File: config.mk
export PLATFORM = sky130hd
export DESIGN_NAME = register_file
export DESIGN_NICKNAME = d
export VERILOG_FILES = /design/src/rtl/riscv_pkg.sv /design/src/rtl/register_file.sv
export SDC_FILE = /design/constraint.sdc
export NUM_CORES = 2
export LEC_CHECK = 0
export CORE_MARGIN = 2
export CORE_UTILIZATION = 60
export CTS_CLUSTER_DIAMETER = 150
export CTS_CLUSTER_SIZE = 24
export DETAILED_ROUTE_END_ITERATION = 7
export GPL_ROUTABILITY_DRIVEN = 1
export PLACE_DENSITY = 0.77
export RECOVER_POWER = 25
export SYNTH_ARGS = -nofsm -noshare
export SYNTH_HDL_FRONTEND = slang
export SYNTH_SLANG_ARGS = --single-unit
File: constraint.sdc
create_clock -name clk -period 86.4 [get_ports clk]
set_input_delay 17.28 -clock clk [delete_from_list [all_inputs] [get_ports clk]]
set_output_delay 17.28 -clock clk [all_outputs]
set_load 0.005 [all_outputs]
File: src/rtl/riscv_pkg.sv
// Shared RV32I core constants and types.
package riscv_pkg;

    localparam int unsigned XLEN       = 32;
    localparam int unsigned REG_ADDR_W = 5;
    localparam int unsigned NUM_REGS   = 32;
    localparam logic [REG_ADDR_W-1:0] ZERO_REG = 5'd0;

    typedef logic [XLEN-1:0] reg_word_t;

endpackage

File: src/rtl/register_file.sv
// RV32I integer register file: two combinational read ports, one synchronous
// write port, x0 hardwired to zero, optional write-to-read bypass.
module register_file
    import riscv_pkg::*;
#(
    parameter int unsigned DATA_WIDTH   = XLEN,
    parameter int unsigned ADDR_WIDTH   = REG_ADDR_W,
    parameter int          WRITE_BYPASS = 0
) (
    input  logic                  clk,
    input  logic                  reset,
    input  logic [ADDR_WIDTH-1:0] read_address_port_a,
    input  logic [ADDR_WIDTH-1:0] read_address_port_b,
    input  logic [ADDR_WIDTH-1:0] write_address,
    input  logic [DATA_WIDTH-1:0] write_data,
    input  logic                  write_enable,
    output logic [DATA_WIDTH-1:0] read_data_port_a,
    output logic [DATA_WIDTH-1:0] read_data_port_b
);

    localparam int unsigned     DEPTH     = 2 ** ADDR_WIDTH;
    localparam logic [ADDR_WIDTH-1:0] ZERO_ADDR = ADDR_WIDTH'(ZERO_REG);
    localparam bit              BYPASS_ON = (WRITE_BYPASS != 0);

    logic [DATA_WIDTH-1:0] regs [DEPTH];
    logic                  write_active;
    logic                  bypass_a;
    logic                  bypass_b;

    assign write_active = write_enable && (write_address != ZERO_ADDR);

    // Entry 0 is cleared by reset and never written, so it stays zero.
    always_ff @(posedge clk or posedge reset) begin
        if (reset) begin
            regs <= '{default: '0};
        end else if (write_active) begin
            regs[write_address] <= write_data;
        end
    end

    // Bypass is suppressed during reset so both ports read zero.
    assign bypass_a = BYPASS_ON && !reset && write_active &&
                      (write_address == read_address_port_a);
    assign bypass_b = BYPASS_ON && !reset && write_active &&
                      (write_address == read_address_port_b);

    assign read_data_port_a = (read_address_port_a == ZERO_ADDR) ? '0 :
                              bypass_a ? write_data : regs[read_address_port_a];
    assign read_data_port_b = (read_address_port_b == ZERO_ADDR) ? '0 :
                              bypass_b ? write_data : regs[read_address_port_b];

endmodule

==> implementation parameters <==
Parameter                              Value

STA
  Setup-violating endpoint count in the final report ... 0
  Period minus WS final ... 39.04 ns
  Setup repair after global routing missed its margin ... no
  Final number of hold-violating endpoints ... 0
  Final Max Tran Viols ... 521
  Worst slew margin ... -534.4%
  Setup TNS ... 0 ns
  Clock skew after layout ... 0 ns
  Final clock period utilization by the worst path ... 45.18%
  Maximum clock frequency ... 0.02562 GHz
  Worst-Margin Slew ... 9.517 ns

Floorplanning
  Die span in x ... 306.5 um
  Std-Cell Core Area ... 0.09042 mm2
  Site row count ... 110
  I/O pin count ... 114
  Vert. Die Dim ... 306.5 um
  Total die area ... 0.09396 mm2
  Starting utilization of the core area ... 60.73%

Logic synthesis
  Fraction of synthesized cell area taken by the top area cell type ... 46.66%
  Count of warnings emitted by yosys ... 0
  Total standard cell area after synthesis ... 0.05492 mm2
  Mean area per synthesized cell ... 15.20 um2
  Synthesized instance count ... 3614
  #FFs+latches synth ... 1024
  Syn_nets ... 3664
  Number of distinct library cells after synthesis ... 38
  Cell accounting for the most synthesized area ... dfrtp_1
  Top cells by area, synth ... dfrtp_1 (47%), mux2_2 (21%), mux4_2 (17%)
  Share of synthesized area occupied by flip-flops and latches ... 46.66%

CTS
  Worst skew pair latency ... 0.64 ns
  TritonCTS clock tree ... built
  Max Buffers Root-to-Sink ... 3
  Clock input transition at the sequential cells of the worst setup and hold paths ... 0.09 ns
  CTS sink cnt ... 1024
  Number of setup buffers added after CTS ... 0
  Root Driver ... clkbuf_16
  Htree depth ... 2
  Hold-fix buffer count after cts ... 0
  Number of buffers created by CTS ... 48
  Resized Gates After CTS ... 0

Cells and area
  Most common library cell in the layout ignoring fill and taps ... dfrtp_1
  Count of fill cells added during filler insertion ... 6314
  Register with the most flip-flops ... regs
  Final core area utilization ... 63.16%
  Largest registers ... regs (1024)
  Post-route design area ... 0.05711 mm2
  Fraction of layout instances using a drive strength above 1 ... 46.77%
  Area Growth Syn to Fin ... 4.003%
  Largest register FFs ... 1024
  Net count, final ... 3482
  Top library cells by usage in the layout, fill and taps aside ... dfrtp_1 (1024), mux2_2 (1013), mux4_2 (418)

GRT
  Vias in the first global route ... 37140
  Global-route wire length before repair ... 250.0 mm
  Antenna violations before repair ... 3
  Congestion Overflow GR ... 0
  GR Util All Layers ... 36.19%
  Largest net degree at the start of global routing ... 185

Route
  Avg WL per Cell ... 36.37 um
  Remaining antenna violation count after routing ... 0
  Detailed-route via count ... 35340
  Wire length after detailed routing ... 167.8 mm
  Initial detailed-routing violation count ... 4192
  Drt pass-1 iters ... 5
  Drt via density ... 7.662
  Residual DRC ... 0

Place
  Final weighted congestion in routability-driven placement ... 0.8503
  Cell Area, Placed ... 0.05598 mm2
  Quantity of I/O buffers inserted on ports ... 113
  Post-detailed-placement half-perimeter wirelength ... 95.71 mm

Status
  Failing checks ... max-capacitance violations, max-slew violations
  Run status ... finished with violations

Setup path
  Critical Path AT ... 21.76 ns
  Highest fanout seen on the critical path ... 86
  Setup slack on the worst flop-to-flop path ... 85.56 ns
  Type of destination of the critical path ... output port
  WS Path Type ... in2out
  Worst path required time ... 69.12 ns
  Kind of launch point of the worst setup path ... input port

Worst hold path
  Hold Crit Class ... reg2reg

Power
  Largest voltage drop on the vdd net ... 0.01596 mV
  LEAKAGE ... 24.34 nW
  Ratio of total power to cell area ... 20.61 mW/mm2

Run
  Max Cap Viol ... 13
## metal layers
layer	vias up	wire length, um	global-route usage (%)
li1	13590	-	-
met1	18940	63440	49.27
met2	2256	77440	55.36
met3	555	16920	8.043
met4	4	9975	18.63
met5	-	21	0
## cell families (layout without fill, tap and decap cells)
family	after synthesis	in the layout	share of synthesized area, %
and+or+nand+nor	166	166	1.670
muxes	1632	1632	42.57
other	0	3	0
DFF	1024	1024	46.66
buffers and inverters	426	246	4.308
AOI/OAI and AO/OA	366	366	4.794
## worst max-delay path, stage by stage
cell and delay (ns):
buf_8 0.54, buf_4 0.72, buf_4 0.75, or4_4 0.80, o21ai_1 0.14, a311oi_1 0.70
clkdlybuf4s50_1 0.68
## through the flow
step	hold WS, ns	instances	setup WS (ns)	total power [mW]
3_3_place_gp	0.3752	4558	47.48	0.8982
6_report	0.4054	4613	47.36	1.177
2_1_floorplan	0.4385	3614	40.30	0.8417
5_1_grt	0.4190	4611	47.35	1.223
4_1_cts	0.4059	4610	47.46	1.174
3_5_place_dp	0.3833	4558	47.46	0.9237
## final timing paths
check	start	to	cells past startpoint
setup / recovery	read_address_port_b[2]	read_data_port_b[23]	7
setup reg to reg	regs[360]	regs[360]	1
hold / removal	regs[995]	regs[995]	0
min in group asynchronous	reset	regs[604]	2
hold reg to reg	regs[995]	regs[995]	0
max in group asynchronous	reset	regs[806]	3
## cell usage after synthesis (all sizes together)
| library cell | count |
|---|---|
| nor2 | 23 |
| a311oi | 64 |
| nor3b | 4 |
| o21ai | 110 |
| or4 | 2 |
| nor2b | 68 |
| buf | 246 |
| nand3 | 2 |
| inv | 3 |
| nand2 | 52 |
| o2111ai | 18 |
| and3 | 1 |
| clkbuf | 177 |
| nand3b | 4 |
| a211oi | 64 |
| nand2b | 2 |
| or2 | 3 |
| nor3 | 1 |
| a221oi | 46 |
| dfrtp | 1024 |
| mux2i | 128 |
| or3b | 1 |
| a22oi | 64 |
| mux2 | 1056 |
| mux4 | 448 |
| and2 | 2 |
| and3b | 1 |
## power by group
group | leakage [nW] | internal [mW] | switching [mW]
registers | 13.1 | 0.570 | 0.0706
clock network | 0.617 | 0.102 | 0.155
logic | 10.6 | 0.168 | 0.111
total | 24.3 | 0.840 | 0.337
## layout make-up
cell class              instances  area (um2)  share of cell area (%)
well taps                    1176        1471                   2.576
flip-flops and latches       1024       25620                   44.87
clock inverters                 3       26.28                 0.04601
multi-input cells            2164       27010                   47.29
inverters                       3       15.01                 0.02629
clock buffers                  49        1226                   2.147
repair buffers                191        1733                   3.034
diodes                          3       7.507                 0.01314
Power figures use the tool's default switching activity.
